--- src/rtl/multicycle_control_pkg.sv ---
// Shared encodings for the multicycle MIPS control FSM: states, opcodes and datapath mux codes.
// The ADDI states exist only when MULTICYCLE_ADDI_EN is defined.
package multicycle_control_pkg;

  typedef enum logic [3:0] {
    ST_FETCH     = 4'd0,
    ST_DECODE    = 4'd1,
    ST_MEM_ADDR  = 4'd2,
    ST_MEM_READ  = 4'd3,
    ST_MEM_WB    = 4'd4,
    ST_MEM_WRITE = 4'd5,
    ST_EXECUTE   = 4'd6,
    ST_R_WB      = 4'd7,
    ST_BRANCH    = 4'd8,
    ST_JUMP      = 4'd9
`ifdef MULTICYCLE_ADDI_EN
    ,
    ST_ADDI_EXEC = 4'd10,
    ST_ADDI_WB   = 4'd11
`endif
  } state_e;

  localparam logic [5:0] OP_R    = 6'h00;
  localparam logic [5:0] OP_LW   = 6'h23;
  localparam logic [5:0] OP_SW   = 6'h2B;
  localparam logic [5:0] OP_BEQ  = 6'h04;
  localparam logic [5:0] OP_J    = 6'h02;
  localparam logic [5:0] OP_ADDI = 6'h08;

  localparam logic [1:0] ALUOP_ADD  = 2'b00;
  localparam logic [1:0] ALUOP_SUB  = 2'b01;
  localparam logic [1:0] ALUOP_FUNC = 2'b10;

  localparam logic [1:0] SRCB_B      = 2'b00;
  localparam logic [1:0] SRCB_FOUR   = 2'b01;
  localparam logic [1:0] SRCB_IMM    = 2'b10;
  localparam logic [1:0] SRCB_IMM_SH = 2'b11;

  localparam logic [1:0] PCSRC_ALU    = 2'b00;
  localparam logic [1:0] PCSRC_ALUOUT = 2'b01;
  localparam logic [1:0] PCSRC_JUMP   = 2'b10;

  // State-decoded (Moore) part of the control word; FETCH's irWrite/pcWrite are gated separately.
  typedef struct packed {
    logic       pcWrite;
    logic       pcWriteCond;
    logic       iorD;
    logic       memRead;
    logic       memWrite;
    logic       memToReg;
    logic       regDst;
    logic       regWrite;
    logic       aluSrcA;
    logic [1:0] aluSrcB;
    logic [1:0] pcSource;
    logic [1:0] aluOp;
  } ctrl_t;

endpackage

--- src/rtl/multicycle_control_if.sv ---
// Control bus between the multicycle FSM (master) and the datapath/memory side (slave).
interface multicycle_control_if #(
  parameter int OPCODE_W = 6
);
  logic [OPCODE_W-1:0] i_opcode;
  logic                i_memReady;
  logic                o_pcWrite;
  logic                o_pcWriteCond;
  logic                o_iorD;
  logic                o_memRead;
  logic                o_memWrite;
  logic                o_irWrite;
  logic                o_memToReg;
  logic                o_regDst;
  logic                o_regWrite;
  logic                o_aluSrcA;
  logic [1:0]          o_aluSrcB;
  logic [1:0]          o_pcSource;
  logic [1:0]          o_aluOp;
  logic                o_illegal;
  logic                o_memErr;
  logic [3:0]          o_state;

  modport master (
    input  i_opcode, i_memReady,
    output o_pcWrite, o_pcWriteCond, o_iorD, o_memRead, o_memWrite, o_irWrite,
           o_memToReg, o_regDst, o_regWrite, o_aluSrcA, o_aluSrcB, o_pcSource,
           o_aluOp, o_illegal, o_memErr, o_state
  );

  modport slave (
    output i_opcode, i_memReady,
    input  o_pcWrite, o_pcWriteCond, o_iorD, o_memRead, o_memWrite, o_irWrite,
           o_memToReg, o_regDst, o_regWrite, o_aluSrcA, o_aluSrcB, o_pcSource,
           o_aluOp, o_illegal, o_memErr, o_state
  );
endinterface

--- src/rtl/multicycle_control_mem_wait_timer.sv ---
// Counts consecutive not-ready cycles of a memory access and flags the cycle that hits MEM_TIMEOUT.
// MEM_TIMEOUT = 0 disables the timeout (wait forever).
module multicycle_control_mem_wait_timer #(
  parameter int MEM_TIMEOUT = 15
) (
  input  logic i_clk,
  input  logic i_rst,
  input  logic i_wait,
  input  logic i_ready,
  output logic o_timeout
);

  localparam int CW = (MEM_TIMEOUT > 0) ? $clog2(MEM_TIMEOUT + 1) : 1;
  localparam logic [CW-1:0] LIMIT = CW'(MEM_TIMEOUT);

  logic [CW-1:0] cnt_q, cnt_d;

  // Outside a wait, on ready, or on timeout the count returns to zero, so every access starts fresh.
  always_comb begin
    cnt_d     = '0;
    o_timeout = 1'b0;
    if ((MEM_TIMEOUT > 0) && i_wait && !i_ready) begin
      if (cnt_q == LIMIT) o_timeout = 1'b1;
      else                cnt_d     = cnt_q + CW'(1);
    end
  end

  always_ff @(posedge i_clk or posedge i_rst) begin
    if (i_rst) cnt_q <= '0;
    else       cnt_q <= cnt_d;
  end

endmodule

--- src/rtl/multicycle_control.sv ---
// Main control FSM of the multicycle MIPS datapath, with memory-ready stalls and a bounded wait.
// Define MULTICYCLE_ADDI_EN to accept addi (opcode 0x08); otherwise 0x08 decodes as illegal.
module multicycle_control
  import multicycle_control_pkg::*;
#(
  parameter int OPCODE_W    = 6,
  parameter int MEM_TIMEOUT = 15
) (
  input logic                  i_clk,
  input logic                  i_rst,
  multicycle_control_if.master bus
);

  state_e state_q, state_d;
  ctrl_t  ctrl_q;
  logic   lw_q;
  logic   in_wait, timeout, illegal, fetch_done;

  function automatic ctrl_t moore(input state_e s);
    ctrl_t c;
    c = '0;
    case (s)
      ST_FETCH: begin
        c.memRead  = 1'b1;
        c.aluSrcB  = SRCB_FOUR;
        c.aluOp    = ALUOP_ADD;
        c.pcSource = PCSRC_ALU;
      end
      ST_DECODE: begin
        c.aluSrcB = SRCB_IMM_SH;
        c.aluOp   = ALUOP_ADD;
      end
      ST_MEM_ADDR: begin
        c.aluSrcA = 1'b1;
        c.aluSrcB = SRCB_IMM;
        c.aluOp   = ALUOP_ADD;
      end
      ST_MEM_READ: begin
        c.memRead = 1'b1;
        c.iorD    = 1'b1;
      end
      ST_MEM_WB: begin
        c.regWrite = 1'b1;
        c.memToReg = 1'b1;
      end
      ST_MEM_WRITE: begin
        c.memWrite = 1'b1;
        c.iorD     = 1'b1;
      end
      ST_EXECUTE: begin
        c.aluSrcA = 1'b1;
        c.aluSrcB = SRCB_B;
        c.aluOp   = ALUOP_FUNC;
      end
      ST_R_WB: begin
        c.regWrite = 1'b1;
        c.regDst   = 1'b1;
      end
      ST_BRANCH: begin
        c.aluSrcA     = 1'b1;
        c.aluSrcB     = SRCB_B;
        c.aluOp       = ALUOP_SUB;
        c.pcWriteCond = 1'b1;
        c.pcSource    = PCSRC_ALUOUT;
      end
      ST_JUMP: begin
        c.pcWrite  = 1'b1;
        c.pcSource = PCSRC_JUMP;
      end
`ifdef MULTICYCLE_ADDI_EN
      ST_ADDI_EXEC: begin
        c.aluSrcA = 1'b1;
        c.aluSrcB = SRCB_IMM;
        c.aluOp   = ALUOP_ADD;
      end
      ST_ADDI_WB: begin
        c.regWrite = 1'b1;
      end
`endif
      default: ;
    endcase
    return c;
  endfunction

  assign in_wait = (state_q == ST_FETCH) || (state_q == ST_MEM_READ) || (state_q == ST_MEM_WRITE);

  multicycle_control_mem_wait_timer #(
    .MEM_TIMEOUT(MEM_TIMEOUT)
  ) u_timer (
    .i_clk     (i_clk),
    .i_rst     (i_rst),
    .i_wait    (in_wait),
    .i_ready   (bus.i_memReady),
    .o_timeout (timeout)
  );

  always_comb begin
    state_d = state_q;
    illegal = 1'b0;
    case (state_q)
      ST_FETCH: begin
        if (bus.i_memReady) state_d = ST_DECODE;
      end
      ST_DECODE: begin
        case (bus.i_opcode)
          OPCODE_W'(OP_LW),
          OPCODE_W'(OP_SW):  state_d = ST_MEM_ADDR;
          OPCODE_W'(OP_R):   state_d = ST_EXECUTE;
          OPCODE_W'(OP_BEQ): state_d = ST_BRANCH;
          OPCODE_W'(OP_J):   state_d = ST_JUMP;
`ifdef MULTICYCLE_ADDI_EN
          OPCODE_W'(OP_ADDI): state_d = ST_ADDI_EXEC;
`else
          OPCODE_W'(OP_ADDI): begin
            illegal = 1'b1;
            state_d = ST_FETCH;
          end
`endif
          default: begin
            illegal = 1'b1;
            state_d = ST_FETCH;
          end
        endcase
      end
      ST_MEM_ADDR:  state_d = lw_q ? ST_MEM_READ : ST_MEM_WRITE;
      ST_MEM_READ: begin
        if (bus.i_memReady)  state_d = ST_MEM_WB;
        else if (timeout)    state_d = ST_FETCH;
      end
      ST_MEM_WRITE: begin
        if (bus.i_memReady || timeout) state_d = ST_FETCH;
      end
      ST_EXECUTE:   state_d = ST_R_WB;
`ifdef MULTICYCLE_ADDI_EN
      ST_ADDI_EXEC: state_d = ST_ADDI_WB;
`endif
      default:      state_d = ST_FETCH;
    endcase
  end

  // Moore outputs are registered from the next state so they are glitch-free in the state they belong to.
  always_ff @(posedge i_clk or posedge i_rst) begin
    if (i_rst) begin
      state_q <= ST_FETCH;
      ctrl_q  <= moore(ST_FETCH);
      lw_q    <= 1'b0;
    end else begin
      state_q <= state_d;
      ctrl_q  <= moore(state_d);
      if (state_q == ST_DECODE) lw_q <= (bus.i_opcode == OPCODE_W'(OP_LW));
    end
  end

  assign fetch_done = (state_q == ST_FETCH) && bus.i_memReady && !i_rst;

  assign bus.o_pcWrite     = ctrl_q.pcWrite | fetch_done;
  assign bus.o_irWrite     = fetch_done;
  assign bus.o_pcWriteCond = ctrl_q.pcWriteCond;
  assign bus.o_iorD        = ctrl_q.iorD;
  assign bus.o_memRead     = ctrl_q.memRead;
  assign bus.o_memWrite    = ctrl_q.memWrite;
  assign bus.o_memToReg    = ctrl_q.memToReg;
  assign bus.o_regDst      = ctrl_q.regDst;
  assign bus.o_regWrite    = ctrl_q.regWrite;
  assign bus.o_aluSrcA     = ctrl_q.aluSrcA;
  assign bus.o_aluSrcB     = ctrl_q.aluSrcB;
  assign bus.o_pcSource    = ctrl_q.pcSource;
  assign bus.o_aluOp       = ctrl_q.aluOp;
  assign bus.o_illegal     = illegal && !i_rst;
  assign bus.o_memErr      = timeout && !i_rst;
  assign bus.o_state       = state_q;

endmodule

--- src/flat_wrapper.sv ---
// flat-port wrapper written by rule: the top's interface ports become plain ports
module multicycle_control_flat import multicycle_control_pkg::*;
#(
  parameter int OPCODE_W    = 6,
  parameter int MEM_TIMEOUT = 15
)
  (i_clk, i_rst, bus_i_opcode, bus_i_memReady, bus_o_pcWrite, bus_o_pcWriteCond, bus_o_iorD, bus_o_memRead, bus_o_memWrite, bus_o_irWrite, bus_o_memToReg, bus_o_regDst, bus_o_regWrite, bus_o_aluSrcA, bus_o_aluSrcB, bus_o_pcSource, bus_o_aluOp, bus_o_illegal, bus_o_memErr, bus_o_state);
  multicycle_control_if #(.OPCODE_W(OPCODE_W)) bus_i ();
  input logic i_clk;
  input logic i_rst;
  input wire logic [$bits(bus_i.i_opcode)-1:0] bus_i_opcode;
  input wire logic [$bits(bus_i.i_memReady)-1:0] bus_i_memReady;
  output wire logic [$bits(bus_i.o_pcWrite)-1:0] bus_o_pcWrite;
  output wire logic [$bits(bus_i.o_pcWriteCond)-1:0] bus_o_pcWriteCond;
  output wire logic [$bits(bus_i.o_iorD)-1:0] bus_o_iorD;
  output wire logic [$bits(bus_i.o_memRead)-1:0] bus_o_memRead;
  output wire logic [$bits(bus_i.o_memWrite)-1:0] bus_o_memWrite;
  output wire logic [$bits(bus_i.o_irWrite)-1:0] bus_o_irWrite;
  output wire logic [$bits(bus_i.o_memToReg)-1:0] bus_o_memToReg;
  output wire logic [$bits(bus_i.o_regDst)-1:0] bus_o_regDst;
  output wire logic [$bits(bus_i.o_regWrite)-1:0] bus_o_regWrite;
  output wire logic [$bits(bus_i.o_aluSrcA)-1:0] bus_o_aluSrcA;
  output wire logic [$bits(bus_i.o_aluSrcB)-1:0] bus_o_aluSrcB;
  output wire logic [$bits(bus_i.o_pcSource)-1:0] bus_o_pcSource;
  output wire logic [$bits(bus_i.o_aluOp)-1:0] bus_o_aluOp;
  output wire logic [$bits(bus_i.o_illegal)-1:0] bus_o_illegal;
  output wire logic [$bits(bus_i.o_memErr)-1:0] bus_o_memErr;
  output wire logic [$bits(bus_i.o_state)-1:0] bus_o_state;
  assign bus_i.i_opcode = bus_i_opcode;
  assign bus_i.i_memReady = bus_i_memReady;
  assign bus_o_pcWrite = bus_i.o_pcWrite;
  assign bus_o_pcWriteCond = bus_i.o_pcWriteCond;
  assign bus_o_iorD = bus_i.o_iorD;
  assign bus_o_memRead = bus_i.o_memRead;
  assign bus_o_memWrite = bus_i.o_memWrite;
  assign bus_o_irWrite = bus_i.o_irWrite;
  assign bus_o_memToReg = bus_i.o_memToReg;
  assign bus_o_regDst = bus_i.o_regDst;
  assign bus_o_regWrite = bus_i.o_regWrite;
  assign bus_o_aluSrcA = bus_i.o_aluSrcA;
  assign bus_o_aluSrcB = bus_i.o_aluSrcB;
  assign bus_o_pcSource = bus_i.o_pcSource;
  assign bus_o_aluOp = bus_i.o_aluOp;
  assign bus_o_illegal = bus_i.o_illegal;
  assign bus_o_memErr = bus_i.o_memErr;
  assign bus_o_state = bus_i.o_state;
  multicycle_control #(.OPCODE_W(OPCODE_W), .MEM_TIMEOUT(MEM_TIMEOUT)) u_core (.i_clk(i_clk), .i_rst(i_rst), .bus(bus_i));
endmodule
--- config.mk ---
export PLATFORM = sky130hd
export DESIGN_NAME = multicycle_control_flat
export DESIGN_NICKNAME = d
export VERILOG_FILES = /design/src/rtl/multicycle_control_pkg.sv /design/src/rtl/multicycle_control_if.sv /design/src/rtl/multicycle_control_mem_wait_timer.sv /design/src/rtl/multicycle_control.sv /design/src/flat_wrapper.sv
export SDC_FILE = /design/constraint.sdc
export NUM_CORES = 1
export LEC_CHECK = 0
export BUFFER_PORTS_ARGS = -buffer_cell sky130_fd_sc_hd__clkbuf_2
export CAP_MARGIN = 10
export CELL_PAD_IN_SITES_DETAIL_PLACEMENT = 1
export CELL_PAD_IN_SITES_GLOBAL_PLACEMENT = 1
export CORE_MARGIN = 2
export CORE_UTILIZATION = 39
export CTS_CLUSTER_DIAMETER = 40
export DETAILED_ROUTE_END_ITERATION = 16
export GPL_TIMING_DRIVEN = 0
export PLACE_DENSITY_LB_ADDON = 0.1
export SLEW_MARGIN = 20
export SYNTH_ARGS = -nofsm -noshare
export SYNTH_HDL_FRONTEND = slang
export SYNTH_SLANG_ARGS = --single-unit
--- constraint.sdc ---
create_clock -name i_clk -period 2.6 [get_ports i_clk]
set_input_delay 0.26 -clock i_clk [delete_from_list [all_inputs] [get_ports i_clk]]
set_output_delay 0.26 -clock i_clk [all_outputs]
set_load 0.05 [all_outputs]
# After elaboration in Yosys (flattened, before gate mapping)
# Cells that the tools add are included.
# word_totals
regBits,24
inputBits,9
output_inout_bits,22
wordCells,80
# classes
add_sub_neg,1
eq_ne,19
n_mux,25
n_bitwise,1
reduce_logical,19
# ops
operator,count
4-bit by 3-bit equality test with 1-bit output (second input constant),6
4-bit two-way mux,6
4-bit one-hot mux with 6 select lines,1
4-bit by 2-bit equality test with 1-bit output (second input constant),4
4-bit one-hot mux with 4 select lines,1
1-bit two-way mux,13
4-bit equality test (second input constant),3
6-bit equality test (second input constant),2
4-bit by 1-bit equality test with 1-bit output (second input constant),2
4-bit zero test,2
2-bit one-hot mux with 2 select lines,2
2-bit OR reduction,4
6-bit by 2-bit equality test with 1-bit output (second input constant),1
6-bit by 3-bit equality test with 1-bit output (second input constant),1
6-bit zero test,1
2-bit one-hot mux with 3 select lines,1
1-bit logical AND,5
5-bit OR reduction,1
4-bit by 1-bit adder with 4-bit output (second input constant),1
1-bit logical OR,3
3-bit two-way mux,1
3-bit OR reduction,1
1-bit zero test,2
1-bit bitwise OR,1

# Logic depth before layout (Yosys ltp)
# Gate-level depths: netlist of run 1.
# logic_depth
ltp_word,11
mapped_depth,7
mapped_depth_nobuf,6

# By module
# Synthesis of run 1 repeated with hierarchy kept, for this count alone.
# unflattened
cells_unflattened,113
hier_area_um2,1156.1
# modules_own_cells
mod,n_inst,cells_per_inst,area_each_um2,seq_area_each_um2
multicycle_control,1,96,974.7,452.9
multicycle_control_mem_wait_timer,1,17,181.4,100.1

# Worst setup path after synthesis of run 1
# No wires, ideal clock.
# synth_path
path_type,flip-flop to output port
startpoint,"reg u_core.state_q[2], in the netlist u_core.bus.o_state[2]"
endpoint,out bus_o_illegal
arrival_ns,2.479
t_required_ns,2.340
slack_ns,-0.139
path_stages_with_launch,5
path_buffers,2
cell_sequence,dfrtp_1 buf_6 or4b_1 buf_2 nor3_1
# synth_between
elab_chain_len,3
# synth_rtl
item,line,source
from (decl),multicycle_control.sv:14,"state_e state_q, state_d;"
from (signal assigned),multicycle_control.sv:148,state_q <= state_d;
4-bit by 1-bit equality test with 1-bit output,multicycle_control.sv:100,case (state_q)
1-bit two-way mux,multicycle_control.sv:100,
1-bit logical AND,multicycle_control.sv:169,assign bus.o_illegal = illegal && !i_rst;
to (decl),flat_wrapper.sv:26,output wire logic [$bits(bus_i.o_illegal)-1:0] bus_o_illegal;
# Every way passes these cells.

# Final worst setup path of run 1
# Ends and elaborated chain as after synthesis.

==> PnR_summary.wiki, run 1 <==
{| class="wikitable"
! Metric !! Value
|-
| Die Span Y || 58 um
|-
| Routed wire length per instance || 14.0 um
|-
| Required time of the worst setup path || 2.34 ns
|-
| Synth Net Count || 120
|-
| Gate Count Post-Synth || 110
|-
| Setup slack of the worst register-to-register path || 0.45 ns
|-
| Starting Density || 0.412
|-
| Yosys cell types || 44
|-
| Count of antenna-violating nets left after detailed routing || 0
|-
| Register bit count reported by yosys || 23
|-
| Worst hold slack || 0.117 ns
|-
| Async S/R FF share, synth || 1.00
|-
| Metal3 WL || 133 um
|-
| Register area share after synthesis || 0.508
|-
| R2R Path End || u_core.bus.o_aluSrcB[1]
|-
| Delay of the slowest cell on the worst path || 0.46 ns
|-
| CTS Root Cell || clkbuf_4
|-
| Hold-fix buffers, CTS || 0
|-
| Die Wd || 58 um
|-
| Max capacitance violation total || 0
|-
| Normalized max-slew margin || 0.395
|-
| Worst-case setup slack after placement || 0.486 ns
|-
| Number of CTS-inserted buffers || 3
|-
| Maximum fanout count along the critical path || 10
|-
| Via Count || 950
|-
| Fillcell total || 333
|-
| Transition time of the tightest slew-check pin || 0.906 ns
|-
| Max VDD drop || 0.340 mV
|-
| Crit path setup slack, layout || 0.355 ns
|-
| Critical register-to-register path startpoint || u_core.bus.o_state[2]
|-
| Worst-case clock skew || 0.0144 ns
|-
| Series of cell instances along the critical path || buf_6 -> or4b_1 -> buf_2 -> nor3_2 -> clkbuf_2
|-
| Static power due to leakage || 0.735 nW
|-
| Area of the core region || 0.00276 mm^2
|-
| Crit path kind || flip-flop to output pin
|-
| Post-synthesis instance area || 0.00114 mm^2
|-
| Shortest period the worst path allows || 2.25 ns
|-
| EDFF count, synth || 0
|-
| Number of ports placed on the die boundary || 31
|-
| Grt ovf || 0
|-
| Global-route wire length before repair || 4.24 mm
|-
| Final wirelength || 2.44 mm
|-
| Synth Area in XOR/XNOR || 0.0308
|-
| Number of remaining DRC errors || 0
|-
| Arrival time reported for the critical path endpoint || 1.99 ns
|-
| Clock Pin Slew Worst Setup and Hold Paths || 0.14 ns
|-
| Overall die area || 0.00336 mm^2
|-
| Clock insertion delay at the later pin of the skew report || 0.33 ns
|-
| Pin count of the biggest net entering global routing || 25
|-
| Outcome || completed
|-
| Area growth, synth to finish || 19.7%
|-
| Number of global-route vias before repair || 939
|-
| Global router's overall resource usage || 0.167
|-
| Number of antenna violations at the first check in global routing || 0
|-
| Setup violations, final || 0
|-
| Utilization after layout || 0.494
|-
| Syn Area/Cell || 10.3 um^2
|-
| Depth of the worst register-to-register path || 7
|-
| Setup Buffers After CTS || 0
|-
| Fraction of synthesized area in multiplexers || 0
|-
| Slowest cell on the critical path || or4b_1
|-
| Resized cells post-CTS || 0
|-
| Number of DRC violations after detailed-routing iteration 0 || 14
|-
| RD Place Congestion || 0.778
|-
| Unrepaired setup endpoints after global routing || false
|-
| Ratio of cells with drive above 1 in the final layout || 0.375
|-
| Clk buf depth || 2
|-
| Combinational family with the most area after synthesis || simple AND/OR/NAND/NOR gates
|-
| CTS H-Tree Depth || 1
|-
| Power Dens Cells || 518 mW/mm^2
|-
| Endpoint type of the worst setup path || output pin
|-
| Top layer used by detailed routing || met4
|-
| Synth Area in Adders || 0.0110
|-
| Top FF cell, synth || dfrtp_1
|-
| CP startpoint kind || flip-flop
|-
| Period utilisation layout || 0.864
|-
| Average vias per placed instance || 5.43
|-
| Routed met1 length || 1.09 mm
|-
| Highest Clock Rate || 445 MHz
|-
| Row Count || 19
|-
| Number of search-and-repair iterations in the first detailed-routing pass || 3
|-
| Worst hold path class || input pin to asynchronous set/reset pin
|-
| Net count, final || 155
|-
| Post-DP HPWL || 1.88 mm
|-
| Number of endpoints with negative hold slack in the final report || 0
|-
| DR WL met2 || 1.14 mm
|-
| Port Buffers || 30
|-
| CTS tree || done
|-
| Synth Area in Compound Gates || 0.120
|-
| Total count of max-transition violations in the final report || 0
|-
| Simple-Gate Fraction of Synth Area || 0.246
|-
| Warning count from the yosys run || 0
|-
| Count of clock tree sinks || 23
|-
| Setup_tns || 0 ns
|-
| Ant. Diodes || 0
|}
==> sequential cells by signal, indices dropped and copies added, names as in the netlist <==
signal                    flops
u_core.bus.o_aluSrcB          2
u_core.bus.o_regWrite         1
u_core.bus.o_pcSource         2
u_core.bus.o_memToReg         1
u_core.ctrl_q                 1
u_core.u_timer.cnt_q          4
u_core.bus.o_pcWriteCond      1
u_core.bus.o_aluOp            1
u_core.bus.o_iorD             1
u_core.bus.o_memRead          1
u_core.bus.o_regDst           1
u_core.lw_q                   1
u_core.bus.o_aluSrcA          1
u_core.bus.o_memWrite         1
u_core.bus.o_state            4
==> stage by stage <==
| stage | instances | power [W] | area, um^2 |
|---|---|---|---|
| 6_report | 175 | 0.000705 | 1360 |
| 5_1_grt | 175 | 0.000744 | 1360 |
| 4_1_cts | 175 | 0.000716 | 1360 |
| 3_5_place_dp | 171 | 0.000538 | 1330 |
| 3_3_place_gp | 171 | 0.000532 | 1330 |
| 2_1_floorplan | 110 | 0.000497 | 1140 |
==> worst max-delay path: cells and delay by family, from the launching register on <==
family                 cells  cell delay [ns]
buffers and inverters      3             0.62
flip-flops                 1             0.41
AND/OR/NAND/NOR            2             0.61
==> cell usage in the layout (no fill, tap or decap), types with 2 or more instances in the layout <==
cell and instances:
and3_1 2, nor3_1 2, xor2_1 2, dfstp_2 2, nor2b_1 3, clkbuf_4 3
xnor2_1 2, o21ai_0 2, dfrtp_1 21, buf_4 6, nand2_1 5, or2_2 2
nor2_1 15, nand3_1 2, and4_1 2, clkbuf_2 30, inv_1 8, a21oi_1 5
==> worst max-delay path by stage <==
stage | start | end | cells after the start
6_report | u_core.bus.o_state[2] | bus_o_illegal | 5
2_1_floorplan | u_core.bus.o_state[1] | bus_o_memErr | 5
3_3_place_gp | u_core.bus.o_state[2] | u_core.bus.o_aluSrcB[1] | 7
4_1_cts | u_core.bus.o_state[2] | bus_o_illegal | 5
3_5_place_dp | u_core.bus.o_state[2] | u_core.bus.o_aluSrcA | 6
5_1_grt | u_core.bus.o_state[1] | bus_o_memErr | 6
==> Yosys cell counts (2+ instances only) <==
cell type | n | area (um^2)
a21oi_1 | 5 | 25.0
buf_4 | 6 | 45.0
dfrtp_1 | 21 | 526
nand2_1 | 5 | 18.8
nor3_1 | 3 | 15.0
xnor2_1 | 2 | 17.5
dfstp_2 | 2 | 52.6
nor2_1 | 15 | 56.3
and4_1 | 2 | 17.5
and3_1 | 2 | 12.5
nand3_1 | 2 | 10.0
inv_1 | 8 | 30.0
o21ai_0 | 2 | 10.0
xor2_1 | 2 | 17.5
or2_2 | 2 | 12.5
nor2b_1 | 3 | 18.8
==> layout make-up <==
class,count,area [um^2],area share
Inverter,8,30.0,0.0221
Tap cell,31,38.8,0.0285
Clock inverter,1,7.51,0.00551
Timing Repair Buffer,30,150,0.110
Multi-Input combinational cell,70,469,0.345
Buffer,9,65.1,0.0478
Clock buffer,3,22.5,0.0165
Sequential cell,23,578,0.425
==> where the power goes <==
part / internal, W / switching (W)
sequential: 0.000373 / 0.0000109
combinational: 0.0000426 / 0.000103
clock: 0.0000589 / 0.000117
==> kinds of logic (layout without fill, tap and decap cells) <==
kind of cell / Yosys count / in the layout
XOR/XNOR: 4 / 4
flip-flops: 23 / 23
adder cells (fa/ha/maj): 1 / 1
AO/OA/AOI/OAI: 18 / 18
AND/OR/NAND/NOR: 47 / 47
buffers and inverters: 17 / 51
==> layer usage <==
metal	global-route usage	up-vias
met4	0.0963	0
met2	0.266	30
li1	-	446
met3	0.0290	8
met1	0.214	466
met5	0	-
No activity file was read; power rests on OpenSTA's default activity.
==> run 2, diff against run 1 <==
--- a/config.mk
+++ b/config.mk
@@ -5,12 +5,13 @@
 export SDC_FILE = /design/constraint.sdc
 export NUM_CORES = 1
 export LEC_CHECK = 0
+export ABC_AREA = 1
 export BUFFER_PORTS_ARGS = -buffer_cell sky130_fd_sc_hd__clkbuf_2
 export CAP_MARGIN = 10
 export CELL_PAD_IN_SITES_DETAIL_PLACEMENT = 1
 export CELL_PAD_IN_SITES_GLOBAL_PLACEMENT = 1
 export CORE_MARGIN = 2
-export CORE_UTILIZATION = 39
+export CORE_UTILIZATION = 37
 export CTS_CLUSTER_DIAMETER = 40
 export DETAILED_ROUTE_END_ITERATION = 16
 export GPL_TIMING_DRIVEN = 0
==> PnR_summary.wiki, run 2 <==
{| class="wikitable"
! Metric !! Value
|-
| Worst hold slack || 0.157 ns (+0.0398 ns)
|-
| Net count, final || 182 (+17%)
|-
| Ant. Diodes || 0 (unchanged)
|-
| Synth top cells by count || nand2_1 (30), inv_1 (25), dfrtp_1 (21), nor2_1 (18), nand3_1 (11)
|-
| Number of CTS-inserted buffers || 3 (unchanged)
|-
| Port Buffers || 30 (unchanged)
|-
| CTS tree || done
|-
| Setup slack of the worst register-to-register path || 1.01 ns (+0.56 ns)
|-
| Average vias per placed instance || 4.73 (-13%)
|-
| Top FF cell, synth || dfrtp_1
|-
| Register area share after synthesis || 0.512 (+0.00338)
|-
| Max capacitance violation total || 0 (unchanged)
|-
| Transition time of the tightest slew-check pin || 0.859 ns (-0.0464 ns)
|-
| Gate Count Post-Synth || 137 (+25%)
|-
| Register bit count reported by yosys || 23 (unchanged)
|-
| Shortest period the worst path allows || 2.20 ns (-0.0454 ns)
|-
| Power after layout || 0.000697 W (-1.2%)
|-
| Clock Pin Slew Worst Setup and Hold Paths || 0.12 ns (-0.02 ns)
|-
| Biggest area contributors in the synthesized netlist || dfrtp_1 (47%), nand2_1 (10%), inv_1 (8.3%), nor2_1 (6.0%), nand3_1 (4.9%)
|-
| Post-synthesis instance area || 0.00113 mm^2 (-0.66%)
|-
| Routed wire length per instance || 12.0 um (-14%)
|-
| Worst-case setup slack after placement || 0.726 ns (+0.240 ns)
|-
| Setup violations, final || 0 (unchanged)
|-
| Number of remaining DRC errors || 0 (unchanged)
|-
| Number of ports placed on the die boundary || 31 (unchanged)
|-
| Number of antenna violations at the first check in global routing || 0 (unchanged)
|-
| Warning count from the yosys run || 0 (unchanged)
|-
| Power Dens Cells || 515 mW/mm^2 (-0.64%)
|-
| Crit path setup slack, layout || 0.400 ns (+0.0454 ns)
|-
| Normalized max-slew margin || 0.426 (+0.0310)
|-
| Required time of the worst setup path || 2.34 ns (about the same)
|-
| Async S/R FF share, synth || 1.00 (unchanged)
|-
| Period utilisation layout || 0.846 (-0.0175)
|-
| Most common cell in the netlist || nand2_1
|-
| Outcome || completed
|-
| Via Count || 965 (+1.6%)
|-
| Setup Buffers After CTS || 0 (unchanged)
|-
| Endpoint type of the worst setup path || output pin
|-
| Instance area after placement || 0.00133 mm^2 (-0.28%)
|-
| RD Place Congestion || 0.775 (-0.41%)
|-
| Count of clock tree sinks || 23 (unchanged)
|-
| Maximum fanout count along the critical path || 5 (-5)
|-
| Pin count of the biggest net entering global routing || 24 (-4.0%)
|-
| Resized cells post-CTS || 0 (unchanged)
|-
| Post-DP HPWL || 2.03 mm (+8.2%)
|-
| Number of global-route vias before repair || 977 (+4.0%)
|-
| Area share of the largest cell type after synthesis || 0.465 (+0.00307)
|-
| Number of endpoints with negative hold slack in the final report || 0 (unchanged)
|-
| CTS Root Cell || clkbuf_4
|-
| Area growth, synth to finish || 19.8%
|-
| Global router's overall resource usage || 0.157 (-0.00975)
|-
| Hold-fix buffers, CTS || 0 (unchanged)
|-
| Static power due to leakage || 0.872 nW (+19%)
|-
| Global-route wire length before repair || 4.18 mm (-1.3%)
|-
| Synth Net Count || 147 (+23%)
|-
| Worst-case clock skew || 0.00261 ns (-0.0118 ns)
|-
| Syn Area/Cell || 8.25 um^2 (-20%)
|-
| Total count of max-transition violations in the final report || 0 (unchanged)
|-
| Highest Clock Rate || 455 MHz (+2.1%)
|-
| Max VDD drop || 0.223 mV (-34%)
|-
| Arrival time reported for the critical path endpoint || 1.94 ns (-0.05 ns)
|-
| Setup_tns || 0 ns (unchanged)
|-
| Cell type with the highest aggregate area in the netlist || dfrtp_1
|-
| Ratio of cells with drive above 1 in the final layout || 0.298 (-0.0768)
|-
| CP startpoint kind || flip-flop
|-
| Worst hold path class || input pin to asynchronous set/reset pin
|-
| Die Wd || 59.3 um (+2.2%)
|-
| Yosys cell types || 21 (-52%)
|-
| Clock insertion delay at the later pin of the skew report || 0.30 ns (-0.03 ns)
|-
| Number of DRC violations after detailed-routing iteration 0 || 40 (+26)
|-
| Area of the core region || 0.00298 mm^2 (+8.0%)
|-
| Die Span Y || 59.3 um (+2.2%)
|-
| Starting Density || 0.379 (-0.0330)
|-
| Final wirelength || 2.46 mm (+0.45%)
|-
| Grt ovf || 0 (unchanged)
|-
| Count of antenna-violating nets left after detailed routing || 0 (unchanged)
|-
| CTS H-Tree Depth || 1 (unchanged)
|-
| Row Count || 20 (+1)
|-
| Final design instance area without fill || 0.00135 mm^2 (-0.55%)
|-
| Crit path kind || flip-flop to output pin
|-
| EDFF count, synth || 0 (unchanged)
|-
| Clk buf depth || 2 (unchanged)
|-
| Overall die area || 0.00351 mm^2 (+4.4%)
|-
| Unrepaired setup endpoints after global routing || false
|-
| Commonest cells after routing, fill and taps aside || nand2_1 (30), clkbuf_2 (30), inv_1 (25)
|-
| Number of search-and-repair iterations in the first detailed-routing pass || 3 (unchanged)
|}
[run 2: cell types whose count changed after synthesis, moves of 3 or more]
| cell | change |
|---|---|
| nor2_1 | +3 |
| nand4_1 | +4 |
| nand3_1 | +9 |
| inv_1 | +17 |
| a21oi_1 | -5 |
| nor2b_1 | -3 |
| nor2_2 | +3 |
| nand2_1 | +25 |
[run 2: where the power goes]
group / switching [W] / internal (W) / leakage, nW
Clock: 0.000102 / 0.0000598 / 0.0150
Combinational: 0.000109 / 0.0000383 / 0.547
Sequential: 0.0000115 / 0.000376 / 0.310
Total: 0.000223 / 0.000474 / 0.872
[run 2: logic make-up after synthesis]
group           count (synthesis)  share of synthesized area
compound gates                  4                     0.0199
flops                          23                      0.512
xor+xnor                        1                    0.00775
fa+ha+maj                       1                     0.0111
simple gates                   77                      0.327
buf+inv                        31                      0.123
[run 2: metrics by stage]
step,cells,util
global route,204,0.455
finish,204,0.455
CTS,204,0.455
global placement,200,0.446
detailed placement,200,0.446
floorplan,137,-
[run 2: area by class of cell]
type | instances | area [um^2]
fillers | 379 | 1620
flip-flops and latches | 23 | 578
multi-input cells | 83 | 419
repair buffers | 30 | 150
inverters | 25 | 93.8
plain buffers | 6 | 45.0
well taps | 33 | 41.3
clock buffers | 4 | 26.3
[run 2: worst paths after layout]
check | from | endpoint | cells past startpoint
hold / removal | i_rst | u_core.ctrl_q[14] | 2
setup reg to reg | u_core.u_timer.cnt_q[0] | u_core.bus.o_aluSrcA | 9
min in group i_clk | bus_i_opcode[3] | u_core.lw_q | 2
setup / recovery | u_core.bus.o_state[3] | bus_o_memErr | 6
hold reg to reg | u_core.u_timer.cnt_q[0] | u_core.u_timer.cnt_q[0] | 1
max in group asynchronous | i_rst | u_core.bus.o_regDst | 2
[run 2: layer usage]
layer / part of all wire / vias to the layer above / routed length [um] / GRT usage
met5: 0 / - / 0 / 0
met3: 0.030 / 2 / 74 / 0.0197
li1: - / 482 / - / -
met4: 0.0053 / 0 / 13 / 0.0487
met1: 0.46 / 462 / 1120 / 0.199
met2: 0.51 / 19 / 1240 / 0.278
[run 2: worst max-delay path, cell delays in order (launching register included)]
cell and delay [ns]:
dfrtp_1 0.48, nor2_2 0.20, nand2_1 0.07, nor2_1 0.14
o21ai_0 0.24, nor3_1 0.20, clkbuf_2 0.31
==> run 3, diff against run 2 <==
==> constraint.sdc (replaced) <==
create_clock -name i_clk -period 2.3 [get_ports i_clk]
set_input_delay 0.23 -clock i_clk [delete_from_list [all_inputs] [get_ports i_clk]]
set_output_delay 0.23 -clock i_clk [all_outputs]
set_load 0.05 [all_outputs]
==> PnR_summary.wiki, run 3 (synthesis gave the netlist of run 2 again) <==
{| class="wikitable"
! Metric !! Value
|-
| Outcome || completed
|-
| Resized cells post-CTS || 0 (unchanged)
|-
| Startpoint of the most critical hold path || bus_i_opcode[3]
|-
| Ant. Diodes || 0 (unchanged)
|-
| Highest Clock Rate || 479 MHz
|-
| Placed Instances || 200 (unchanged)
|-
| Shortest period the worst path allows || 2.09 ns
|-
| Total count of max-transition violations in the final report || 0 (unchanged)
|-
| Maximum fanout count along the critical path || 5 (unchanged)
|-
| Crit path kind || flip-flop to output pin
|-
| Area growth, synth to finish || 20.6%
|-
| GR peak layer || met2
|-
| Routed wire length per instance || 11.9 um (-0.81%)
|-
| Number of search-and-repair iterations in the first detailed-routing pass || 4 (+1)
|-
| CTS Root Cell || clkbuf_4
|-
| Setup_tns || 0 ns (unchanged)
|-
| Net count, final || 182 (unchanged)
|-
| Required time of the worst setup path || 2.07 ns (-0.27 ns)
|-
| Number of CTS-inserted buffers || 3 (unchanged)
|-
| Number of global-route vias before repair || 982 (+0.51%)
|-
| CTS tree || done
|-
| Arrival time reported for the critical path endpoint || 1.86 ns (-0.08 ns)
|-
| Critical register-to-register path startpoint || u_core.u_timer.cnt_q[0]
|-
| Static power due to leakage || 0.875 nW (+0.34%)
|-
| Transition time of the tightest slew-check pin || 0.841 ns (-0.0184 ns)
|-
| Fraction of met1 tracks used by global routing || 0.202 (+0.00358)
|-
| Post-layout instance count excluding filler cells || 204 (unchanged)
|-
| Pin count of the biggest net entering global routing || 24 (unchanged)
|-
| Delay of the slowest cell on the worst path || 0.49 ns (about the same)
|-
| Sequential standard cell area || 578 um^2 (unchanged)
|-
| Worst-case clock skew || 0.00738 ns (+0.00477 ns)
|-
| Setup Buffers After CTS || 0 (unchanged)
|-
| Unrepaired setup endpoints after global routing || false
|-
| Die Span Y || 59.3 um (unchanged)
|-
| Fillcell total || 382 (+0.79%)
|-
| Final wirelength || 2.44 mm (-0.81%)
|-
| Worst hold path class || input pin to flip-flop
|-
| Multi-input gate area in the final layout || 427 um^2 (+1.8%)
|-
| Max capacitance violation total || 0 (unchanged)
|-
| Count of antenna-violating nets left after detailed routing || 0 (unchanged)
|-
| Endpoint type of the worst setup path || output pin
|-
| Global-route wire length before repair || 4.24 mm (+1.3%)
|-
| Die Wd || 59.3 um (unchanged)
|-
| Met2 demand-to-capacity share in global routing || 0.275 (-0.00314)
|-
| Clock insertion delay at the later pin of the skew report || 0.30 ns (about the same)
|-
| Series of cell instances along the critical path || nor2_2 -> nand2_1 -> nor2_1 -> nand2_2 -> nor2_2 -> or2_2 -> clkbuf_2
|-
| Cell mode on critical path || nor2_2
|-
| Row Count || 20 (unchanged)
|-
| Grt ovf || 0 (unchanged)
|-
| Port Buffers || 30 (unchanged)
|-
| Slowest cell on the critical path || dfrtp_1
|-
| Ratio of cells with drive above 1 in the final layout || 0.316 (+0.0175)
|-
| Power Dens Cells || 576 mW/mm^2 (+12%)
|-
| Clock Pin Slew Worst Setup and Hold Paths || 0.11 ns (about the same)
|-
| Overall die area || 0.00351 mm^2 (unchanged)
|-
| Number of ports placed on the die boundary || 31 (unchanged)
|-
| RD Place Congestion || 0.774 (-0.21%)
|-
| CP startpoint kind || flip-flop
|-
| Period utilisation layout || 0.909
|-
| GRT met3 Usage || 0.0197 (unchanged)
|-
| Start point of the critical path || u_core.bus.o_state[3]
|-
| Number of antenna violations at the first check in global routing || 0 (unchanged)
|-
| Starting Density || 0.379 (unchanged)
|-
| Global router's overall resource usage || 0.159 (+0.00168)
|-
| Post-DP HPWL || 2.01 mm (-0.84%)
|-
| CTS H-Tree Depth || 1 (unchanged)
|-
| Setup violations, final || 0 (unchanged)
|-
| Commonest cells after routing, fill and taps aside || nand2_1 (30), clkbuf_2 (30), inv_1 (25)
|-
| Count of clock tree sinks || 23 (unchanged)
|-
| Hold-fix buffers, CTS || 0 (unchanged)
|-
| Average vias per placed instance || 4.80 (+1.5%)
|-
| Clk buf depth || 2 (unchanged)
|-
| Utilization after layout || 0.458 (+0.00294)
|-
| Number of endpoints with negative hold slack in the final report || 0 (unchanged)
|-
| Via Count || 979 (+1.5%)
|-
| Max VDD drop || 0.224 mV (+0.56%)
|-
| Number of DRC violations after detailed-routing iteration 0 || 16 (-60%)
|-
| Number of remaining DRC errors || 0 (unchanged)
|-
| Normalized max-slew margin || 0.439 (+0.0123)
|-
| Area of the core region || 0.00298 mm^2 (unchanged)
|}
-- run 3: cell types whose count changed in the layout (fill, tap and decap cells not counted) --
cell and change:
nor2_1 -1, clkinv_2 +1, nor2_2 +1, o21ai_1 +1, o21ai_0 -1, nor3_2 +1, clkbuf_1 -1, nor3_1 -1
-- run 3: worst paths after layout --
kind / to / slack [ns] / depth (start not counted)
max in group asynchronous: u_core.bus.o_state[3] / 1.63 / 2
min in group asynchronous: u_core.bus.o_aluOp[1] / 0.15 / 2
min reg2reg: u_core.u_timer.cnt_q[0] / 0.48 / 1
max: bus_o_pcWrite / 0.21 / 7
max reg2reg: u_core.bus.o_aluSrcA / 0.72 / 9
min: u_core.lw_q / 0.14 / 2
-- run 3: through the flow --
stage                     worst slack (ns)  power (W)  hold slack, ns  area (um^2)
after detailed placement             0.464   0.000618           0.460         1340
after floorplan                      0.124   0.000571           0.230         1140
final                                0.210   0.000785           0.135         1360
after global routing                0.0305   0.000834           0.127         1360
after global placement               0.508   0.000611           0.455         1340
after CTS                            0.115   0.000800           0.125         1360
-- run 3: report_power, final --
part           internal (W)  switching, W
Combinational     0.0000436      0.000125
Clock             0.0000647      0.000113
Sequential         0.000425     0.0000128
Total              0.000533      0.000251
-- run 3: critical path, delay by kind of cell (launching register included) --
| family | cells | cell delay, ns |
|---|---|---|
| flops | 1 | 0.49 |
| simple gates | 6 | 0.80 |
| buf+inv | 1 | 0.27 |
-- run 3: area by class of cell --
| type | instances | share of cell area |
|---|---|---|
| buffer | 6 | 0.0331 |
| clock buffer | 3 | 0.0165 |
| clock inverter | 1 | 0.00367 |
| inverter | 25 | 0.0689 |
| multi-input combinational | 83 | 0.313 |
| sequential | 23 | 0.424 |
| tap | 33 | 0.0303 |
| timing repair buffer | 30 | 0.110 |
-- run 3: metal layers --
layer,wire [um],up-vias
li1,-,483
met1,1050,477
met2,1300,17
met3,73,2
met4,17,0
met5,0,-
